$ cat src/rtl/uart_rx_framed.sv
// rtl/uart_rx_framed.sv - oversampling UART receiver with parity/framing checks and an output FIFO
// Define RX_BREAK_DETECT_EN to add the brk output and break-frame suppression.
module uart_rx_framed #(
    parameter int WIDTH     = 8,
    parameter int SAMPLES   = 16,
    parameter int PARITY    = 0,
    parameter int STOP_BITS = 1,
    parameter int DEPTH     = 4
) (
    input  logic                   clk,
    input  logic                   reset,
    input  logic                   rx_in,
    input  logic                   rd,
    output logic                   valid,
    output logic [WIDTH-1:0]       data,
    output logic                   parity_err,
    output logic                   frame_err,
    output logic                   overrun,
`ifdef RX_BREAK_DETECT_EN
    output logic                   brk,
`endif
    output logic [$clog2(DEPTH):0] count
);
    localparam int CW = $clog2(SAMPLES);
    localparam int PW = $clog2(WIDTH);
    localparam int AW = $clog2(DEPTH);
    localparam int EW = WIDTH + 2;
    localparam logic [CW-1:0] CNT_MID  = CW'(SAMPLES / 2 - 1);
    localparam logic [CW-1:0] CNT_LAST = CW'(SAMPLES - 1);
    localparam logic [AW:0]   FULL     = (AW + 1)'(DEPTH);

    typedef enum logic [2:0] {
        S_IDLE, S_START, S_DATA, S_PARITY, S_STOP, S_PUSH
`ifdef RX_BREAK_DETECT_EN
        , S_BREAK
`endif
    } state_t;

    logic          sync1_q, sync2_q;
    logic [CW-1:0] filt_q, filt_d;
    logic          s;
    state_t        state_q, state_d;
    logic [CW-1:0] cnt_q, cnt_d;
    logic [PW-1:0] pos_q, pos_d;
    logic          stop_q, stop_d;
    logic [WIDTH-1:0] shift_q, shift_d;
    logic          par_bit_q, par_bit_d;
    logic          ferr_q, ferr_d;
    logic          push, perr, par_calc;
    logic [EW-1:0] entry;
`ifdef RX_BREAK_DETECT_EN
    logic          brk_q, brk_d;
`endif

    // Saturating integrator: the line must dominate half a bit before s flips.
    always_comb begin
        filt_d = filt_q;
        if (sync2_q && filt_q != CNT_LAST)
            filt_d = filt_q + 1'b1;
        else if (!sync2_q && filt_q != '0)
            filt_d = filt_q - 1'b1;
    end
    assign s = filt_q[CW-1];

    always_comb begin
        state_d   = state_q;
        cnt_d     = cnt_q + 1'b1;
        pos_d     = pos_q;
        stop_d    = stop_q;
        shift_d   = shift_q;
        par_bit_d = par_bit_q;
        ferr_d    = ferr_q;
        push      = 1'b0;
`ifdef RX_BREAK_DETECT_EN
        brk_d     = 1'b0;
`endif
        case (state_q)
            S_IDLE: begin
                cnt_d = '0;
                if (!s) begin
                    state_d = S_START;
                    pos_d   = '0;
                    stop_d  = 1'b0;
                    ferr_d  = 1'b0;
                end
            end
            S_START: if (cnt_q == CNT_MID) begin
                cnt_d   = '0;
                state_d = s ? S_IDLE : S_DATA;
            end
            S_DATA: if (cnt_q == CNT_LAST) begin
                shift_d[pos_q] = s;
                pos_d = pos_q + 1'b1;
                if (pos_q == PW'(WIDTH - 1))
                    state_d = (PARITY != 0) ? S_PARITY : S_STOP;
            end
            S_PARITY: if (cnt_q == CNT_LAST) begin
                par_bit_d = s;
                state_d   = S_STOP;
            end
            S_STOP: if (cnt_q == CNT_LAST) begin
                if (!s)
                    ferr_d = 1'b1;
                if (stop_q == 1'(STOP_BITS - 1))
                    state_d = S_PUSH;
                else
                    stop_d = 1'b1;
`ifdef RX_BREAK_DETECT_EN
                if (!stop_q && !s && shift_q == '0 && (PARITY == 0 || !par_bit_q)) begin
                    brk_d   = 1'b1;
                    cnt_d   = '0;
                    state_d = S_BREAK;
                end
`endif
            end
            S_PUSH: begin
                push    = 1'b1;
                state_d = S_IDLE;
            end
`ifdef RX_BREAK_DETECT_EN
            S_BREAK: begin
                if (!s)
                    cnt_d = '0;
                else if (cnt_q == CNT_LAST)
                    state_d = S_IDLE;
            end
`endif
            default: state_d = S_IDLE;
        endcase
    end

    assign par_calc = (^shift_q) ^ par_bit_q;
    always_comb begin
        perr = 1'b0;
        if (PARITY == 1)
            perr = par_calc;
        else if (PARITY == 2)
            perr = !par_calc;
    end
    assign entry = {shift_q, perr, ferr_q};

    logic [EW-1:0] mem_q [DEPTH];
    logic [AW-1:0] wr_ptr_q, wr_ptr_d, rd_ptr_q, rd_ptr_d;
    logic [AW:0]   count_q, count_d;
    logic [EW-1:0] head_q, head_d;
    logic          overrun_q, overrun_d;
    logic          pop, push_ok;

    always_comb begin
        pop       = rd && (count_q != '0);
        push_ok   = push && ((count_q != FULL) || pop);
        wr_ptr_d  = push_ok ? wr_ptr_q + 1'b1 : wr_ptr_q;
        rd_ptr_d  = pop ? rd_ptr_q + 1'b1 : rd_ptr_q;
        count_d   = count_q;
        if (push_ok && !pop)
            count_d = count_q + 1'b1;
        else if (pop && !push_ok)
            count_d = count_q - 1'b1;
        overrun_d = overrun_q;
        if (pop)
            overrun_d = 1'b0;
        if (push && !push_ok)
            overrun_d = 1'b1;
        // When the FIFO drains to empty in this cycle, the new entry bypasses the array.
        head_d = '0;
        if (count_d != '0)
            head_d = (push_ok && count_q == {{AW{1'b0}}, pop}) ? entry : mem_q[rd_ptr_d];
    end

    always_ff @(posedge clk) begin
        if (push_ok)
            mem_q[wr_ptr_q] <= entry;
    end

    always_ff @(posedge clk or posedge reset) begin
        if (reset) begin
            sync1_q   <= 1'b1;
            sync2_q   <= 1'b1;
            filt_q    <= '1;
            state_q   <= S_IDLE;
            cnt_q     <= '0;
            pos_q     <= '0;
            stop_q    <= 1'b0;
            shift_q   <= '0;
            par_bit_q <= 1'b0;
            ferr_q    <= 1'b0;
            wr_ptr_q  <= '0;
            rd_ptr_q  <= '0;
            count_q   <= '0;
            head_q    <= '0;
            overrun_q <= 1'b0;
`ifdef RX_BREAK_DETECT_EN
            brk_q     <= 1'b0;
`endif
        end else begin
            sync1_q   <= rx_in;
            sync2_q   <= sync1_q;
            filt_q    <= filt_d;
            state_q   <= state_d;
            cnt_q     <= cnt_d;
            pos_q     <= pos_d;
            stop_q    <= stop_d;
            shift_q   <= shift_d;
            par_bit_q <= par_bit_d;
            ferr_q    <= ferr_d;
            wr_ptr_q  <= wr_ptr_d;
            rd_ptr_q  <= rd_ptr_d;
            count_q   <= count_d;
            head_q    <= head_d;
            overrun_q <= overrun_d;
`ifdef RX_BREAK_DETECT_EN
            brk_q     <= brk_d;
`endif
        end
    end

    assign valid = (count_q != '0);
    assign count = count_q;
    assign {data, parity_err, frame_err} = head_q;
    assign overrun = overrun_q;
`ifdef RX_BREAK_DETECT_EN
    assign brk = brk_q;
`endif
endmodule

$ cat config.mk
export PLATFORM = sky130hd
export DESIGN_NAME = uart_rx_framed
export DESIGN_NICKNAME = d
export VERILOG_FILES = /design/src/rtl/uart_rx_framed.sv
export SDC_FILE = /design/constraint.sdc
export NUM_CORES = 1
export LEC_CHECK = 0
export CORE_ASPECT_RATIO = 1.4
export CORE_MARGIN = 1.5
export CORE_UTILIZATION = 33
export CTS_BUF_LIST = sky130_fd_sc_hd__clkbuf_16
export CTS_CLUSTER_DIAMETER = 150
export DETAILED_ROUTE_END_ITERATION = 10
export PLACE_DENSITY_LB_ADDON = 0.15
export SLEW_MARGIN = 40
export SYNTH_ARGS = -nofsm -noshare
export SYNTH_HDL_FRONTEND = slang
export SYNTH_SLANG_ARGS = --single-unit
$ cat constraint.sdc
create_clock -name clk -period 5.3 [get_ports clk]
set_clock_uncertainty 0.1 [all_clocks]
set_input_delay 1.59 -clock clk [delete_from_list [all_inputs] [get_ports clk]]
set_output_delay 1.59 -clock clk [all_outputs]
set_load 0.1 [all_outputs]
==> metrics.yaml <==
crit_path_end_kind: "primary output"
critPathKind: "flip-flop to primary output"
syn_avg_cell_area_um2: 11.0
die_area_um2: 12700
cp.required_ps: 3610
fmax_mhz: 249
critPathMaxStageDelay_ps: 430
period_minus_slack_ps: 4010
ant_nets: 0
timing.final.crit_share_pct: 75.6
crit_family: "buffers and inverters"
cts_num_sinks: 78
vias: 2816
num_io_pins: 19
gp_congestion: 0.841
dp_hpwl_mm: 6.39
area_growth_pct: 12.8
nNetsFinal: 386
cts_tree: "yes"
grt_usage_pct: 15.7
synth_seq_cells: 78
status: "finished clean"
start_util_pct: 33.7
finalMaxSlewViolations: 0
routedWlPerCell_um: 17.8
worst_pin_slew_ps: 741
cts_resized: 0
synth_edf_count: 36
layout_common_cells: "edfxtp_1, dfrtp_1, o21ai_0"
gr-total-overflow: 0
pre_cts_ws_ps: 1470
finalSetupTns_ps: 0
min_path_type: "flip-flop to flip-flop"
die_w_um: 95.8
drtIter0Drc: 206
numCtsBuffers: 9
rsz0062_at_grt: "false"
htreeDepth: 3
synth-seq-area-share_pct: 53.7
power_density_nw_per_um2: 645
p_leak_nw: 1.75
synthFlopType: "edfxtp_1"
grt_pass1_wl_mm: 14.8
via_per_inst: 5.40
die_h_um: 133
clockBufferDepth: 2
syn_inst: 362
final_common_cell: "edfxtp_1"
grt_max_degree: 43
core-area_um2: 11800
yosysWarningCount: 0
cts_setup_buffers: 0
slew-limit-headroom_pct: 50.6
arrival_ps: 2320
synthArstFlopShare_pct: 53.8
cp_max_fo: 22
synth_nets: 379
syn_area_um2: 3980
clk_latency_ps: 350
synth_cell_type_count: 55
first_pass_iters: 4
fin_ws_ps: 1290
reg2reg_slack_ps: 2290
final-setup-viol-count: 0
crit_chain: "inv_1, ha_1, nor2b_4, inv_2, buf_4"
drt-total-wl_mm: 9.27
utilization_pct: 38.0
n_antenna_cell: 0
final_layout_size_suffix_gt1_share_pct: 18.4
drv_cap: 0
drc_errors: 0
fillers: 1137
cp_slowest_cell: "dfrtp_1"
grt_pass1_vias: 2702
crit_buf_inv: 3
clk_pin_slew_ps: 70
cts_hold_buffers: 0
num_rows: 47
clock-root-buffer: "clkbuf_16"
grt_antenna_before_repair: 0
port_buffers: 17
peakVddDrop_mv: 0.257
final_hold_viol_count: 0
critPathLaunchType: "flip-flop"
-- worst paths after layout --
check,startpoint,to,depth (start not counted)
worst min-delay path,sync1_q,sync2_q,0
worst max-delay path,count[0],valid,5
max in group asynchronous,reset,rd_ptr_q[0],2
worst max register to register,count[0],head_q[9],8
worst min register to register,sync1_q,sync2_q,0
min in group asynchronous,reset,count[2],2
-- per-layer routing --
layer / global-route usage [%] / vias up / wire [um]
met5: 0 / - / 0
met4: 5.96 / 0 / 202
met3: 3.62 / 15 / 332
met2: 25.4 / 62 / 4840
met1: 20.2 / 1358 / 3890
li1: - / 1381 / -
-- cells by family after synthesis --
family | count (synthesis) | synth area share, %
buf+inv | 36 | 3.65
simple gates | 135 | 19.2
xor+xnor | 6 | 1.32
mux | 14 | 3.90
other cells | 1 | 0.0942
fa+ha+maj | 13 | 4.27
flops | 78 | 53.7
compound gates | 79 | 13.8
-- through the flow --
stage	total power [mW]	hold WS, ps	cells	area [um^2]
after global routing	3.08	261	521	4490
after floorplan	2.03	245	362	3980
after detailed placement	2.30	247	505	4190
after CTS	2.93	261	521	4490
final	2.90	259	521	4490
after global placement	2.33	246	505	4250
-- cell usage after synthesis, drive strengths merged (5+ instances only) --
master | instances | area share (%)
nand2 | 23 | 2.2
dfrtp | 36 | 23
mux2 | 12 | 3.4
a21oi | 12 | 1.5
o21ai | 29 | 3.6
nor2 | 24 | 2.5
edfxtp | 36 | 27
ha | 12 | 3.8
buf | 6 | 0.82
inv | 13 | 1.2
a22o | 5 | 1.1
dfstp | 6 | 4.0
nand3 | 25 | 3.1
xnor2 | 5 | 1.1
nand2b | 9 | 1.4
nand4 | 16 | 2.7
a221o | 9 | 2.3
nor3 | 14 | 2.8
a221oi | 8 | 1.8
a31oi | 5 | 1.2
clkbuf | 17 | 1.6
-- registers in the layout, summed over array words and instances, names as in the netlist, 2 cells and up --
name	count
rd_ptr_q	2
wr_ptr_q	2
filt_q	4
shift_q	8
mem_q	36
head_q	9
state_q	3
pos_q	3
cnt_q	4
count	3
-- final cells by class --
cell class                 instances  area [um^2]  share of cell area, %
clock buffer                       9          225                   5.01
clock inverter                     7         76.3                   1.70
inverter                          13         51.3                   1.14
multi-input combinational        248         1700                   37.8
sequential                        78         2140                   47.7
tap                              147          184                   4.09
timing repair buffer              19          118                   2.62
-- where the power goes --
group / switching (mW) / internal, mW
Clock: 0.285 / 0.334
Combinational: 0.828 / 0.411
Sequential: 0.234 / 0.805
No activity file was read; power rests on OpenSTA's default activity.
